`src/rtl/mem_arbiter.sv`:
```
// Two-port round-robin arbiter/sequencer in front of the shared Memory unit.
// Port 0 is read-only fetch, port 1 is load/store; one transfer is in flight at a time.
module mem_arbiter #(
    parameter int unsigned ADDR_WIDTH = 32,
    parameter int unsigned DATA_WIDTH = 32,
    parameter int unsigned TIMEOUT    = 16
) (
    input  logic                  clk,
    input  logic                  rst,
    input  logic                  p0_req_i,
    input  logic [ADDR_WIDTH-1:0] p0_addr_i,
    output logic [DATA_WIDTH-1:0] p0_rdata_o,
    output logic                  p0_ack_o,
    output logic                  p0_err_o,
    input  logic                  p1_req_i,
    input  logic                  p1_we_i,
    input  logic [ADDR_WIDTH-1:0] p1_addr_i,
    input  logic [DATA_WIDTH-1:0] p1_wdata_i,
    output logic [DATA_WIDTH-1:0] p1_rdata_o,
    output logic                  p1_ack_o,
    output logic                  p1_err_o,
    output logic                  mem_rd_en_o,
    output logic                  mem_wr_en_o,
    output logic [ADDR_WIDTH-1:0] mem_addr_o,
    output logic [DATA_WIDTH-1:0] mem_wdata_o,
    input  logic [DATA_WIDTH-1:0] mem_rdata_i,
    input  logic                  mem_ack_i
);

    localparam logic [1:0] IDLE  = 2'd0;
    localparam logic [1:0] ISSUE = 2'd1;
    localparam logic [1:0] WAIT  = 2'd2;
    localparam logic [1:0] RESP  = 2'd3;

    localparam logic [7:0] TIMEOUT_CNT = 8'(TIMEOUT);

    logic [1:0]            state;
    logic                  last_grant;
    logic                  port;
    logic                  we;
    logic                  err;
    logic [7:0]            cnt;
    logic [ADDR_WIDTH-1:0] addr;
    logic [DATA_WIDTH-1:0] wdata;
    logic [DATA_WIDTH-1:0] p0_rdata;
    logic [DATA_WIDTH-1:0] p1_rdata;

    logic                  any_req;
    logic                  grant;
    logic [ADDR_WIDTH-1:0] grant_addr;

    // On a tie the port not served last wins; otherwise the sole requester.
    always_comb begin
        any_req    = p0_req_i | p1_req_i;
        grant      = (p0_req_i && p1_req_i) ? ~last_grant : p1_req_i;
        grant_addr = grant ? p1_addr_i : p0_addr_i;
    end

    always_ff @(posedge clk or posedge rst) begin
        if (rst) begin
            state      <= IDLE;
            last_grant <= 1'b1;
            port       <= 1'b0;
            we         <= 1'b0;
            err        <= 1'b0;
            cnt        <= '0;
            addr       <= '0;
            wdata      <= '0;
            p0_rdata   <= '0;
            p1_rdata   <= '0;
        end else begin
            case (state)
                IDLE: begin
                    if (any_req) begin
                        port       <= grant;
                        last_grant <= grant;
                        we         <= grant & p1_we_i;
                        addr       <= grant_addr;
                        wdata      <= grant ? p1_wdata_i : '0;
                        if (grant_addr[1:0] != 2'b00) begin
                            err   <= 1'b1;
                            state <= RESP;
                        end else begin
                            err   <= 1'b0;
                            state <= ISSUE;
                        end
                    end
                end
                ISSUE: begin
                    cnt   <= '0;
                    state <= WAIT;
                end
                WAIT: begin
                    if (mem_ack_i) begin
                        if (!we) begin
                            if (port) p1_rdata <= mem_rdata_i;
                            else      p0_rdata <= mem_rdata_i;
                        end
                        err   <= 1'b0;
                        state <= RESP;
                    end else if (cnt == TIMEOUT_CNT) begin
                        err   <= 1'b1;
                        state <= RESP;
                    end else begin
                        cnt <= cnt + 8'd1;
                    end
                end
                RESP: state <= IDLE;
                default: state <= IDLE;
            endcase
        end
    end

    always_comb begin
        mem_rd_en_o = (state == ISSUE) && !we;
        mem_wr_en_o = (state == ISSUE) && we;
        mem_addr_o  = addr;
        mem_wdata_o = wdata;
        p0_ack_o    = (state == RESP) && !port;
        p1_ack_o    = (state == RESP) && port;
        p0_err_o    = (state == RESP) && !port && err;
        p1_err_o    = (state == RESP) && port && err;
        p0_rdata_o  = p0_rdata;
        p1_rdata_o  = p1_rdata;
    end

endmodule

```
`config.mk`:
```
export PLATFORM = sky130hd
export DESIGN_NAME = mem_arbiter
export DESIGN_NICKNAME = d
export VERILOG_FILES = /design/src/rtl/mem_arbiter.sv
export SDC_FILE = /design/constraint.sdc
export NUM_CORES = 1
export LEC_CHECK = 0
export CELL_PAD_IN_SITES_DETAIL_PLACEMENT = 0
export CELL_PAD_IN_SITES_GLOBAL_PLACEMENT = 1
export CORE_UTILIZATION = 32
export CTS_CLUSTER_DIAMETER = 40
export DETAILED_ROUTE_END_ITERATION = 6
export PLACE_DENSITY_LB_ADDON = 0.1
export SLEW_MARGIN = 20
export SYNTH_ARGS = -nofsm -noshare
export SYNTH_HDL_FRONTEND = slang
export SYNTH_SLANG_ARGS = --single-unit
```
`constraint.sdc`:
```
create_clock -name clk -period 5.6 [get_ports clk]
set_input_delay 1.12 -clock clk [delete_from_list [all_inputs] [get_ports clk]]
set_output_delay 1.12 -clock clk [all_outputs]
set_load 0.05 [all_outputs]
```
# After elaboration in Yosys (flattened, before gate mapping)
# Index checks and enable logic that the tools add are counted.
# totals
regBits	142
inputBits	134
output_inout_bits	134
elab_cells	59
# op_classes
addsub	1
eq_ne	8
n_mux	16
bitwise_logic	5
reduce_logical	19
# ops
op	count
2-to-1 mux 32 bit	2
2-to-1 mux 8 bit	2
one-hot mux 8 bit (2 select lines)	1
adder 8 x 1 -> 8 bit, second input constant	1
equality test 8 x 5 -> 1 bit, second input constant	1
2-to-1 mux 2 bit	4
one-hot mux 2 bit (4 select lines)	1
AND reduction 4 bit	2
logical AND 1 bit	7
!= test 2 bit, second input constant	3
AND reduction 3 bit	2
nonzero test 2 bit	3
2-to-1 mux 1 bit	5
equality test 2 bit, second input constant	2
AND reduction 2 bit	2
!= test 3 bit, second input constant	1
inverter 1 bit	3
equality test 2 x 1 -> 1 bit, second input constant	1
logical NOT 1 bit	2
logical NOT 2 bit	1
one-hot mux 1 bit (2 select lines)	1
bitwise AND 1 bit	1
OR 1 bit	1

# Depth between registers and ports, before layout
# Gate-level depths: netlist of run 1.
# depth
word_depth	7
mapped_depth	7
ltp_nobuf	6

# Worst setup path after synthesis of run 1
# OpenSTA, ideal clock, no wires.
# synth_path
kind	register -> output
start	register state[1]
end	output port p0_err_o
arrival_ns	1.808
required_time_ns	4.480
setup_slack_ns	2.672
stages_incl_launch_ff	4
path_buffers	0
cell_sequence	dfrtp_1 > ha_1 > nor2b_1 > and2_1
# synth_via
elab_chain_len	3
# synth_lines
item	line	rtl
start, declared	37	logic [1:0] state;
start signal, assigned	61	state <= IDLE;
start signal, assigned	82	state <= RESP;
start signal, assigned	85	state <= ISSUE;
equality test 2 bit	-	
logical AND 1 bit	-	
named net p0_ack_o	13	output logic p0_ack_o,
logical AND 1 bit	121	p0_err_o = (state == RESP) && !port && err;
end, declared	14	output logic p0_err_o,
# The timed path passes the listed nets, and every way through them passes these cells.

# Worst setup path after layout of run 1
# layout_path
start	register state[1]
end	output port p0_err_o
# layout_via
elab_chain_len	3
# layout_lines
item	line
equality test 2 bit	121
logical AND 1 bit (2 in a row)	121
# Every way passes these cells.

==> results of run 1 <==
-- worst max path at each step --
stage | start | endpoint | slack (ns) | cells past startpoint
after global placement | p1_req_i | mem_wdata_o[4]$_DFFE_PP0P_ | 1.86 | 5
final | state[1]$_DFFE_PP0P_ | p0_err_o | 2.33 | 4
after global routing | state[1]$_DFFE_PP0P_ | p0_err_o | 2.16 | 4
after detailed placement | p1_req_i | mem_wdata_o[7]$_DFFE_PP0P_ | 2.17 | 5
after CTS | state[1]$_DFFE_PP0P_ | p0_err_o | 2.28 | 4
after floorplan | rst | cnt[0]$_DFFE_PP0P_ | 0.67 | 1
-- registers in the layout (all words and copies together), names as in the netlist --
register     count
cnt              8
err              1
last_grant       1
mem_addr_o      32
mem_wdata_o     32
p0_rdata_o      32
p1_rdata_o      32
port             1
state            2
we               1
-- through the flow --
| stage | hold WS, ns | area, um2 | std cells |
|---|---|---|---|
| 2_1_floorplan | 0.477 | 5860 | 436 |
| 3_3_place_gp | 0.463 | 8740 | 911 |
| 3_5_place_dp | 0.469 | 8740 | 911 |
| 4_1_cts | 0.483 | 9390 | 943 |
| 5_1_grt | 0.506 | 9390 | 943 |
| 6_report | 0.475 | 9390 | 943 |
-- cells in the final DEF, fill, tap and decap left out, drive strengths merged, types with 2 or more instances in the layout --
| master | count |
|---|---|
| clkinv | 4 |
| xnor2 | 4 |
| clkbuf | 18 |
| nor4 | 2 |
| bufinv | 4 |
| clkdlybuf4s50 | 267 |
| inv | 11 |
| dfrtp | 141 |
| ha | 7 |
| buf | 5 |
| mux2 | 66 |
| nand2b | 2 |
| nor2b | 3 |
| nand4b | 2 |
| mux2i | 36 |
| o21ai | 33 |
| nand2 | 40 |
| clkinvlp | 2 |
| a21oi | 2 |
| a21o | 2 |
| and2 | 4 |
| a22o | 33 |
| nor4b | 2 |
| nor2 | 12 |
-- logic make-up after synthesis --
kind of cell | count (synthesis) | synth area share
AOI/OAI and AO/OA | 75 | 0.0908
xor gates and xnor gates | 5 | 0.00748
adders and majority gates | 7 | 0.0150
buffers and inverters | 33 | 0.0297
DFF | 142 | 0.607
muxes | 102 | 0.189
and+or+nand+nor | 72 | 0.0609
-- tightest hold or removal path: stages (launching register included) --
cell     delay (ns)
dfrtp_1        0.34
nand2_1        0.04
o21ai_0        0.06
-- layout make-up --
cell class | count | area [um2]
Timing Repair Buffer | 272 | 2710
Multi-Input combinational cell | 261 | 2160
Clock inverter | 14 | 208
Clock buffer | 18 | 439
Inverter | 7 | 31.3
Tap cell | 229 | 287
Sequential cell | 142 | 3550
Fill cell | 1514 | 8570
-- per-layer routing --
metal,vias up,share of wire
li1,2079,-
met1,2089,0.41
met2,196,0.48
met3,15,0.097
met4,0,0.014
met5,-,0
-- power breakdown --
group          internal (uW)  switching (uW)  total [uW]
clock                    767             457        1220
combinational           1310            2330        3640
sequential              1520             263        1780
total                   3600            3050        6650
==> impl_metrics.py, run 1 <==
metrics = {
    "status": {
        "status": "complete, no violations",
    },
    "layout": {
        "area_delta_synth_final_pct": 60.4,
        "final_util": 0.523,
        "antenna_cells": 0,
        "nets": 842,
        "drive_gt1_frac": 0.153,
    },
    "yosys": {
        "synth.most_common_cell": "dfrtp_1",
        "ys.warnings.count": 0,
        "yosys.area.top_type_share": 0.603,
        "synth-seq-cells": 142,
        "synth_area_leaders": "dfrtp_1 (60%), mux2_2 (12%), mux2i_1 (6.2%)",
        "syn-num-nets": 577,
        "ys.flop_type": "dfrtp_1",
        "syn_area_mm2": 0.00586,
        "yosys.area.top_type": "dfrtp_1",
        "ys_seq_area_frac": 0.607,
        "async_flop_share": 1.00,
        "avgSynthCellArea_um2": 13.4,
        "synth-edff-count": 0,
        "synthTopCellsByCount": "dfrtp_1 (141), mux2_2 (61), nand2_1 (40)",
        "synth_cells": 436,
        "ys_types": 38,
    },
    "setup_path": {
        "reg2reg_depth": 5,
        "crit_required_ns": 4.48,
        "cp_slowest_cell": "clkdlybuf4s50_1",
        "slowest_delay_ns": 0.81,
        "r2r-start": "state[0]$_DFFE_PP0P_",
        "timing.rr.end": "p0_rdata_o[6]$_DFFE_PP0P_",
        "critPathArrivalTime_ns": 2.15,
        "crit_fanout": 4,
        "critPathBufInv": 1,
        "start_kind": "flop",
        "path_delay_family": "buffers and inverters",
        "ff2ff_setup_slack_ns": 3.44,
        "critPathKind": "reg2out",
        "endpoint_kind": "primary output",
        "cp_cell_sequence": "ha_1 -> nor2b_1 -> and2_1 -> clkdlybuf4s50_1",
    },
    "routing": {
        "wirelength_um": 14900,
        "vias": 4379,
        "postRouteAntennaNets": 0,
        "drc": 0,
        "vias_per_cell": 4.64,
        "first_pass_iters": 4,
        "drtIter0Drc": 132,
        "avgRoutedWirePerCell_um": 15.8,
    },
    "sta": {
        "finalSetupViolCount": 0,
        "maxSlewViolCount": 0,
        "finalHoldViolations": 0,
        "min_period_ns": 3.27,
        "grt_setup_unrepaired": "false",
        "skew_ns": 0.00749,
        "fin_ws_ns": 2.33,
        "setup_tns_ns": 0,
        "max_freq_mhz": 306,
        "tightest_slew_ns": 0.929,
        "finalCritPeriodShare": 0.583,
        "slew_headroom": 0.381,
    },
    "clocking": {
        "htreeDepth": 4,
        "cts_resized": 0,
        "cts_setup_buffers": 0,
        "ctsHoldBuffers": 0,
        "clock_path_buffers": 2,
        "cts_tree": "done",
        "cts.sinks": 142,
        "cts-root-buf": "clkbuf_16",
        "cts.clk_slew.worst_paths_ns": 0.06,
        "cts_made_buffers": 17,
        "clock_latency_ns": 0.41,
    },
    "global_routing": {
        "use_met1": 0.188,
        "grt_pass1_vias": 4405,
        "met3_usage": 0.0684,
        "grt_antenna_before_repair": 0,
        "top_usage_layer": "met2",
        "grt_pass1_wl_um": 22900,
        "grt_max_degree": 104,
        "met2_usage": 0.266,
        "grt-ovfl-total": 0,
        "track_usage": 0.162,
    },
    "floorplanning": {
        "core_area_mm2": 0.0180,
        "start_util": 0.326,
        "dieArea_mm2": 0.0188,
        "die_x_um": 137,
        "row_count": 49,
        "io_pins": 268,
        "die_h_um": 137,
    },
    "power_and_ir_drop": {
        "power.leakage_uw": 0.00405,
        "power_density_mw_per_mm2": 708,
        "design_power_total_uw": 6650,
        "vdd_ir_drop_max_v": 0.000395,
    },
    "placement": {
        "pre_cts_ws_ns": 2.17,
        "gp_congestion": 0.736,
        "port_buffers": 267,
        "hpwl_um": 10600,
    },
    "flow_run": {
        "maxCapViolCount": 0,
    },
    "hold_path": {
        "hold_path_end": "mem_addr_o[15]$_DFFE_PP0P_",
        "hold_depth": 2,
        "min-delay-start": "mem_addr_o[15]$_DFFE_PP0P_",
        "worst_hold_path_type": "reg2reg",
    },
}
(Power assumes the default switching activity.)
==> run 2, diff against run 1 <==
--- a/config.mk
+++ b/config.mk
@@ -7,7 +7,7 @@
 export LEC_CHECK = 0
 export CELL_PAD_IN_SITES_DETAIL_PLACEMENT = 0
 export CELL_PAD_IN_SITES_GLOBAL_PLACEMENT = 1
-export CORE_UTILIZATION = 32
+export CORE_UTILIZATION = 29
 export CTS_CLUSTER_DIAMETER = 40
 export DETAILED_ROUTE_END_ITERATION = 6
 export PLACE_DENSITY_LB_ADDON = 0.1
==> constraint.sdc (replaced) <==
create_clock -name clk -period 3 [get_ports clk]
set_input_delay 0.6 -clock clk [delete_from_list [all_inputs] [get_ports clk]]
set_output_delay 0.6 -clock clk [all_outputs]
set_load 0.05 [all_outputs]
==> run 2 against run 1 <==
Against the previous run: core utilization decreased by 4.2 points; clock power grew 80%; clock skew up 0.0039 ns; worst setup slack got worse by 2.0 ns; clock-buffer cell count rose by 2; register-to-register slack worse by 2.4 ns; sequential power increased by 87%; cell count up 4.0%; via count shrank 0.21%; critical path type unchanged; highest routed layer unchanged.
==> impl_metrics.py, run 2 (synthesized netlist as in run 1, its figures left out) <==
metrics = {
    "clocking": {
        "clock_path_buffers": 2,
        "cts.clk_slew.worst_paths_ns": 0.07,
        "cts_made_buffers": 17,
        "htreeDepth": 4,
        "ctsHoldBuffers": 0,
        "clock_latency_ns": 0.41,
        "cts_tree": "done",
        "cts_setup_buffers": 0,
        "cts-root-buf": "clkbuf_16",
        "cts.sinks": 142,
        "cts_resized": 0,
    },
    "placement": {
        "hpwl_um": 10800,
        "port_buffers": 267,
        "dp.cells": 949,
        "gp_congestion": 0.735,
    },
    "global_routing": {
        "grt-ovfl-total": 0,
        "grt_max_degree": 143,
        "grt_antenna_before_repair": 0,
        "track_usage": 0.154,
        "grt_pass1_vias": 4544,
        "grt_pass1_wl_um": 24200,
    },
    "floorplanning": {
        "die_h_um": 144,
        "dieArea_mm2": 0.0208,
        "core_area_mm2": 0.0197,
        "start_util": 0.298,
        "row_count": 51,
        "die_x_um": 144,
        "io_pins": 268,
    },
    "status": {
        "status": "complete, no violations",
    },
    "sta": {
        "tightest_slew_ns": 0.844,
        "setup_tns_ns": 0,
        "max_freq_mhz": 370,
        "maxSlewViolCount": 0,
        "slew_headroom": 0.437,
        "grt_setup_unrepaired": "false",
        "finalCritPeriodShare": 0.901,
        "fin_hold_ws_ns": 0.478,
        "min_period_ns": 2.70,
        "finalHoldViolations": 0,
        "skew_ns": 0.0114,
        "finalSetupViolCount": 0,
    },
    "routing": {
        "drtIter0Drc": 124,
        "postRouteAntennaNets": 0,
        "wl_met2_um": 7110,
        "avgRoutedWirePerCell_um": 15.9,
        "vias_per_cell": 4.45,
        "vias": 4370,
        "wl_met1_um": 6520,
        "drc": 0,
        "first_pass_iters": 4,
        "wirelength_um": 15600,
        "met3_length_um": 1810,
        "top_layer_used": "met4",
    },
    "layout": {
        "mostFrequentLayoutCells": "clkdlybuf4s50_1 (267), dfrtp_1 (141), mux2_2 (61)",
        "final_util": 0.481,
        "antenna_cells": 0,
        "drive_gt1_frac": 0.152,
        "area_delta_synth_final_pct": 61.5,
        "nets": 844,
        "fin_cells": 981,
        "final_common_cell": "clkdlybuf4s50_1",
        "fill_cells": 1767,
    },
    "setup_path": {
        "crit_fanout": 4,
        "endpoint_kind": "primary output",
        "critPathArrivalTime_ns": 2.10,
        "crit_required_ns": 2.40,
        "critPathKind": "reg2out",
        "start_kind": "flop",
    },
    "power_and_ir_drop": {
        "power_density_mw_per_mm2": 1300,
        "power.leakage_uw": 0.00406,
        "vdd_ir_drop_max_v": 0.000611,
    },
    "flow_run": {
        "maxCapViolCount": 0,
    },
    "hold_path": {
        "worst_hold_path_type": "reg2reg",
    },
}
-- run 2: stage by stage --
step                      setup slack, ns  area (um2)  total power, uW
after floorplan                     0.592        5860             7830
after global placement              0.753        8840            10200
after detailed placement            0.718        8840            10200
after CTS                           0.257        9460            12500
after global routing                0.173        9460            13000
final                               0.297        9460            12300
-- run 2: report_power, final --
group          switching (uW)  internal (uW)
clock network             832           1360
registers                 488           2830
logic                    4350           2470
-- run 2: area by class of cell --
cell class | instances | area [um2] | area share
multi-input combinational | 261 | 2160 | 0.229
clock inverter | 12 | 159 | 0.0168
timing repair buffer | 274 | 2760 | 0.292
tap | 265 | 332 | 0.0351
inverter | 7 | 30.0 | 0.00318
clock buffer | 20 | 457 | 0.0483
sequential | 142 | 3550 | 0.376
-- run 2: metal layers --
metal / track usage / vias up
li1: - / 2084
met1: 0.183 / 2095
met2: 0.239 / 182
met3: 0.0735 / 9
met4: 0.0588 / 0
met5: 0 / -
-- run 2: final timing paths --
path,startpoint,to,slack (ns),cells past startpoint
max,state[1]$_DFFE_PP0P_,mem_rd_en_o,0.30,4
min,mem_addr_o[21]$_DFFE_PP0P_,mem_addr_o[21]$_DFFE_PP0P_,0.48,2
max reg2reg,state[0]$_DFFE_PP0P_,p0_rdata_o[14]$_DFFE_PP0P_,1.03,5
min reg2reg,mem_addr_o[21]$_DFFE_PP0P_,mem_addr_o[21]$_DFFE_PP0P_,0.48,2
max in group asynchronous,rst,mem_addr_o[3]$_DFFE_PP0P_,1.59,3
min in group asynchronous,rst,p0_rdata_o[18]$_DFFE_PP0P_,0.72,3
-- run 2: critical path, stage by stage (launching register included) --
cell             delay, ns
dfrtp_1               0.41
inv_1                 0.11
ha_1                  0.21
nor2b_1               0.15
clkdlybuf4s50_1       0.81
